$ cat config.mk
export PLATFORM = sky130hd
export DESIGN_NAME = spi_bridge_sequencer
export DESIGN_NICKNAME = d
export VERILOG_FILES = /design/src/rtl/spi_bridge_sequencer.sv
export SDC_FILE = /design/constraint.sdc
export NUM_CORES = 1
export LEC_CHECK = 0
export ABC_AREA = 1
export ABC_CLOCK_PERIOD_IN_PS = 1700
export BUFFER_PORTS_ARGS = -buffer_cell sky130_fd_sc_hd__buf_2
export CORE_UTILIZATION = 30
export DETAILED_ROUTE_END_ITERATION = 8
export PLACE_DENSITY = 0.55
export RECOVER_POWER = 25
export SYNTH_ARGS = -nofsm -noshare
export SYNTH_HDL_FRONTEND = slang
export SYNTH_SLANG_ARGS = --single-unit
$ cat constraint.sdc
create_clock -name clk -period 1.7 [get_ports clk]
set_clock_uncertainty 0.1 [all_clocks]
set_input_delay 0.085 -clock clk [delete_from_list [all_inputs] [get_ports clk]]
set_output_delay 0.085 -clock clk [all_outputs]
set_load 0.01 [all_outputs]
$ cat src/rtl/spi_bridge_sequencer.sv
// spi_bridge_sequencer: turns the bootloader's UART byte stream into SPI
// flash transactions (enable/sync, N-out/M-in transfer, boot).
// Optional inter-byte timeout: define SPI_BRIDGE_TIMEOUT_EN.
module spi_bridge_sequencer #(
   parameter int          LEN_W          = 16,
   parameter logic [7:0]  SYNC_BYTE      = 8'hBC,
   parameter logic [7:0]  CMD_BOOT       = 8'h00,
   parameter logic [7:0]  CMD_XFER       = 8'h01,
   parameter logic [23:0] TIMEOUT_CYCLES = 24'd120000
) (
   input  logic       clk,
   input  logic       rst,
   input  logic [7:0] rx_data,
   input  logic       rx_valid,
   input  logic       rx_break,
   output logic [7:0] tx_data,
   output logic       tx_valid,
   input  logic       tx_ready,
   output logic       spi_start,
   output logic [7:0] spi_wdata,
   input  logic       spi_busy,
   input  logic       spi_done,
   input  logic [7:0] spi_rdata,
   output logic       spi_cs_n,
   output logic       boot,
   output logic       enabled
);

   typedef enum logic [3:0] {
      S_DISABLED, S_WAIT_SYNC, S_IDLE,
      S_LEN0, S_LEN1, S_LEN2, S_LEN3,
      S_TX_WAIT, S_TX_SHIFT,
      S_RX_SHIFT, S_RX_WAIT_SPI, S_RX_SEND,
      S_END, S_HALT
   } state_t;

   state_t           state, state_nx;
   logic [LEN_W-1:0] tx_len, rx_len;
   logic [LEN_W-1:0] len_new;    // 16-bit little-endian length being completed
   logic [7:0]       len_lo;
   logic             start_pend; // start requested while the master was busy
   logic             own;        // a byte we launched is in flight
   logic             done_ok;    // spi_done belonging to our own byte
   logic             spi_req;
   logic             abort;
   logic             to_hit;

   assign len_new = LEN_W'({rx_data, len_lo});
   // A byte launched before an abort still completes; its done is not ours.
   assign done_ok = spi_done && own;

`ifdef SPI_BRIDGE_TIMEOUT_EN
   logic [23:0] to_cnt;
   logic        timed;
   assign timed  = state inside {S_LEN0, S_LEN1, S_LEN2, S_LEN3, S_TX_WAIT};
   assign to_hit = timed && !rx_valid && (to_cnt == TIMEOUT_CYCLES);

   // Inter-byte timer: restarts on every byte, only runs while a byte is owed
   always_ff @(posedge clk) begin
      if (rst || rx_valid || !timed) to_cnt <= '0;
      else if (!to_hit)              to_cnt <= to_cnt + 24'd1;
   end
`else
   assign to_hit = 1'b0;
`endif

   assign abort = (rx_break || to_hit) && (state != S_DISABLED) && (state != S_HALT);

   // Next-state decode and SPI byte request
   always_comb begin
      state_nx = state;
      spi_req  = 1'b0;
      if (abort) begin
         state_nx = enabled ? S_IDLE : S_WAIT_SYNC;
      end else begin
         case (state)
            S_DISABLED:    if (rx_break) state_nx = S_WAIT_SYNC;
            S_WAIT_SYNC:   if (rx_valid) state_nx = (rx_data == SYNC_BYTE) ? S_IDLE : S_DISABLED;
            S_IDLE: begin
               if (rx_valid) begin
                  if (rx_data == CMD_XFER)      state_nx = S_LEN0;
                  else if (rx_data == CMD_BOOT) state_nx = S_HALT;
               end
            end
            S_LEN0:        if (rx_valid) state_nx = S_LEN1;
            S_LEN1:        if (rx_valid) state_nx = S_LEN2;
            S_LEN2:        if (rx_valid) state_nx = S_LEN3;
            S_LEN3: begin
               if (rx_valid) begin
                  if (tx_len != '0)       state_nx = S_TX_WAIT;
                  else if (len_new != '0) state_nx = S_RX_SHIFT;
                  else                    state_nx = S_IDLE;
               end
            end
            S_TX_WAIT: begin
               if (rx_valid) begin
                  spi_req  = 1'b1;
                  state_nx = S_TX_SHIFT;
               end
            end
            S_TX_SHIFT: begin
               if (done_ok) begin
                  if (tx_len == LEN_W'(1)) state_nx = (rx_len != '0) ? S_RX_SHIFT : S_END;
                  else                     state_nx = S_TX_WAIT;
               end
            end
            S_RX_SHIFT: begin
               spi_req  = 1'b1;
               state_nx = S_RX_WAIT_SPI;
            end
            S_RX_WAIT_SPI: if (done_ok) state_nx = S_RX_SEND;
            S_RX_SEND: begin
               if (tx_valid && tx_ready) state_nx = (rx_len == LEN_W'(1)) ? S_END : S_RX_SHIFT;
            end
            S_END:         state_nx = S_IDLE;
            S_HALT:        state_nx = S_HALT;
            default:       state_nx = S_DISABLED;
         endcase
      end
   end

   // State register, counters and registered outputs
   always_ff @(posedge clk) begin
      if (rst) begin
         state      <= S_DISABLED;
         tx_len     <= '0;
         rx_len     <= '0;
         len_lo     <= '0;
         start_pend <= 1'b0;
         own        <= 1'b0;
         tx_data    <= '0;
         tx_valid   <= 1'b0;
         spi_start  <= 1'b0;
         spi_wdata  <= '0;
         spi_cs_n   <= 1'b1;
         boot       <= 1'b0;
         enabled    <= 1'b0;
      end else begin
         state     <= state_nx;
         spi_start <= 1'b0;
         boot      <= 1'b0;
         if (done_ok) own <= 1'b0;
         if (abort) begin
            spi_cs_n   <= 1'b1;
            tx_valid   <= 1'b0;
            tx_len     <= '0;
            rx_len     <= '0;
            start_pend <= 1'b0;
            own        <= 1'b0;
         end else begin
            // Launch only into an idle master; otherwise hold the request
            if (spi_req || start_pend) begin
               if (!spi_busy) begin
                  spi_start  <= 1'b1;
                  own        <= 1'b1;
                  start_pend <= 1'b0;
               end else begin
                  start_pend <= 1'b1;
               end
            end
            case (state)
               S_WAIT_SYNC: if (rx_valid && rx_data == SYNC_BYTE) enabled <= 1'b1;
               S_IDLE:      if (rx_valid && rx_data != CMD_XFER && rx_data == CMD_BOOT) boot <= 1'b1;
               S_LEN0:      if (rx_valid) len_lo <= rx_data;
               S_LEN1:      if (rx_valid) tx_len <= len_new;
               S_LEN2:      if (rx_valid) len_lo <= rx_data;
               S_LEN3:      if (rx_valid) rx_len <= len_new;
               S_TX_WAIT: begin
                  if (rx_valid) begin
                     spi_wdata <= rx_data;
                     spi_cs_n  <= 1'b0;
                  end
               end
               S_TX_SHIFT:  if (done_ok) tx_len <= tx_len - LEN_W'(1);
               S_RX_SHIFT: begin
                  spi_cs_n  <= 1'b0;
                  spi_wdata <= 8'h00;
               end
               S_RX_WAIT_SPI: begin
                  if (done_ok) begin
                     tx_data  <= spi_rdata;
                     tx_valid <= 1'b1;
                  end
               end
               S_RX_SEND: begin
                  if (tx_valid && tx_ready) begin
                     tx_valid <= 1'b0;
                     rx_len   <= rx_len - LEN_W'(1);
                  end
               end
               S_END:       spi_cs_n <= 1'b1;
               S_HALT: begin
                  spi_cs_n <= 1'b1;
                  tx_valid <= 1'b0;
                  enabled  <= 1'b0;
               end
               default: ;
            endcase
         end
      end
   end

endmodule
==> flow_summary.toml <==
[detailed_routing]
avgRoutedWirePerCell_um = 13.52
postRouteWirelength_um = 12930
first_iter_violations = 307
drt-vias-per-instance = 4.789
num_vias = 4578
drc = 0
dr.pass1.iters = 5
ant_nets = 0

[cells_and_area]
final_area_um2 = 5892
fin_util_pct = 46.31
nFillCells = 1337
diodes = 0
final_nets = 808
area_delta_synth_final_pct = 49.63
drive_gt1_share_pct = 31.63

[setup_path]
critPathKind = "reg -> reg"
crit_fanout = 7
cp_data_required_time_ns = 1.82
crit_path_start_kind = "flop"
critPathLaunch = "state[0]"
crit_arrival_ns = 1.84
worstReg2RegStart = "state[0]"
crit_path_end_kind = "flop"

[timing]
rsz0062_at_grt = "yes"
tightest_slew_ns = 0.4834
max_freq_ghz = 0.5822
setup_viol = 3
final_hold_viol_count = 0
fin_crit_sh_pct = 101.0
setup_slack_ns = -0.01772
final.min_clock_period_ns = 1.718
relSlewSlack_pct = 67.74
fin_hold_ws_ns = 0.04518
finalMaxSlewViolations = 0

[die]
coreArea_um2 = 12720
initial_utilization_pct = 30.95
die_h_um = 116.6
dieArea_um2 = 13590
rows = 41
ios = 44
die_width_um = 116.6

[place]
dpl-instance-area_um2 = 4925
portBuffers = 43
hpwl_um = 9256
gp_congestion = 0.9021

[synth]
synth_nets = 651
synth.top_cell.area_share_pct = 34.06
ys_ff_latch = 67
synthCells = 622
synthTopCellsByArea = "dfxtp_1 (34%), nand2_1 (14%), nor2_1 (11%)"
ys_async_sr_fraction_pct = 0
synth_most_common_cell = "nand2_1"
syn_avg_cell_area_um2 = 6.330
synth_top_area_cell = "dfxtp_1"
ys_warn_count = 0
synth_enable_flop_cells = 0
ys_types = 35
yosys-top-cells-count = "nand2_1 (143), nor2_1 (115), dfxtp_1 (67)"
ys.flop_type = "dfxtp_1"
synth_area_um2 = 3938
synth_seq_area_share_pct = 34.06

[hold_path]
holdCritPathClass = "in -> reg"
hp-start = "rx_break"

[power_and_ir_drop]
peakVddDrop_mv = 0.9039
seqPwrFrac_pct = 29.7
powerDensity_nw_per_um2 = 1019
switching_share_pct = 35.88
p_total_mw = 6.002
p_int_mw = 3.848
switchingPower_mw = 2.154
pwr-share-comb_pct = 41.1
p_leak_nw = 2.707
clock_power_share_pct = 29.2

[cts]
cts_made_buffers = 9
path_clk_slew_ns = 0.05
cts_sinks = 67
htree_levels = 3
clockRootBuffer = "clkbuf_16"
insertion_delay_ns = 0.34
clockBufferDepth = 2
tritoncts = "done"

[global_routing]
grt_pass1_wl_um = 20320
antenna_found_initial = 0
grt_max_degree = 18
grt_overflow = 0
first_global_vias = 4191
grt_usage_pct = 19.51

[run_status]
violations = "setup timing"
status = "finished, violations left"

[job]
drv_cap = 0
[power groups by stage]
stage / clock network [mW] / logic [mW] / registers (mW)
final: 1.76 / 2.47 / 1.78
after global routing: 1.89 / 2.69 / 1.79
after CTS: 1.81 / 2.11 / 1.76
after detailed placement: 0 / 2.00 / 1.76
after global placement: 0 / 2.01 / 1.76
after floorplan: 0 / 1.20 / 1.73
[flip-flops by register name, summed over array words and instances, names as in the netlist]
| register | flops |
|---|---|
| boot | 1 |
| enabled | 1 |
| len_lo | 8 |
| own | 1 |
| rx_len | 16 |
| spi_cs_n | 1 |
| spi_start | 1 |
| spi_wdata | 8 |
| start_pend | 1 |
| state | 4 |
| tx_data | 8 |
| tx_len | 16 |
| tx_valid | 1 |
[logic make-up after synthesis]
group | synth area share (%)
XOR/XNOR | 2.669
AO/OA/AOI/OAI | 18.84
buffers and inverters | 8.770
flip-flops | 34.06
adder cells (fa/ha/maj) | 1.907
AND/OR/NAND/NOR | 33.75
[layout by cell type, fill, tap and decap left out, types with 9 or more instances in the layout]
| cell type | synthesis | layout |
|---|---|---|
| nand2_1 | 143 | 128 |
| buf_4 | 4 | 86 |
| nor2_1 | 115 | 84 |
| dfxtp_1 | 67 | 63 |
| inv_1 | 56 | 47 |
| a21oi_1 | 51 | 44 |
| nand3_1 | 37 | 36 |
| o21ai_0 | 53 | 35 |
| buf_2 | 9 | 33 |
| nor2_2 | 2 | 24 |
| o21ai_1 | 2 | 17 |
| dlygate4sd3_1 | 0 | 16 |
| nand2_2 | 3 | 14 |
| clkbuf_1 | 4 | 13 |
| buf_6 | 1 | 12 |
| nor2_4 | 2 | 11 |
| clkbuf_16 | 0 | 10 |
| inv_2 | 9 | 9 |
[worst max-delay path, stage by stage (launching register included)]
cell	delay, ns
dfxtp_4	0.38
nor2_4	0.14
buf_4	0.13
nand2_2	0.07
buf_4	0.14
nor2_1	0.22
inv_1	0.10
nand3_1	0.09
nor2_1	0.04
nor2_1	0.13
nor2_1	0.05
[cell type report]
cell class | count | area, um2 | area share (%)
clock buffer | 14 | 264.0 | 4.481
clock inverter | 2 | 10.01 | 0.1699
inverter | 65 | 274.0 | 4.651
multi-input combinational | 472 | 2501 | 42.45
sequential | 67 | 1356 | 23.02
tap | 172 | 215.2 | 3.653
timing repair buffer | 163 | 1264 | 21.45
timing repair inverter | 1 | 7.507 | 0.1274
[per-stage QoR]
step                      setup slack (ns)   TNS, ns  cells
after detailed placement           -0.1738    -3.799    900
after global placement             -0.1140    -2.071    900
after floorplan                    0.07544         0    622
after CTS                         0.002775         0    935
after global routing               -0.1408    -1.668    956
final                             -0.01772  -0.03575    956
[worst paths after layout]
path	endpoint	slack, ns	cells past startpoint
setup / recovery	state[2]	-0.02	10
hold reg to reg	spi_wdata[7]	0.36	2
setup reg to reg	state[2]	-0.02	10
hold / removal	enabled	0.05	4
[layer usage]
| metal | part of all wire, % | track usage, % | up-vias |
|---|---|---|---|
| li1 | - | - | 2339 |
| met1 | 45 | 25.10 | 2117 |
| met2 | 49 | 31.56 | 106 |
| met3 | 4.3 | 5.189 | 16 |
| met4 | 1.7 | 6.582 | 0 |
| met5 | 0 | 0 | - |
[timing repair]
action,in CTS,in global routing
setup buffers,3,18
resized for setup,26,109
setup endpoints to repair,57,61
hold buffers,16,0
gates cloned,0,3
hold endpoints to repair,19,0
pin swaps,5,14
No activity file was read; power rests on OpenSTA's default activity.
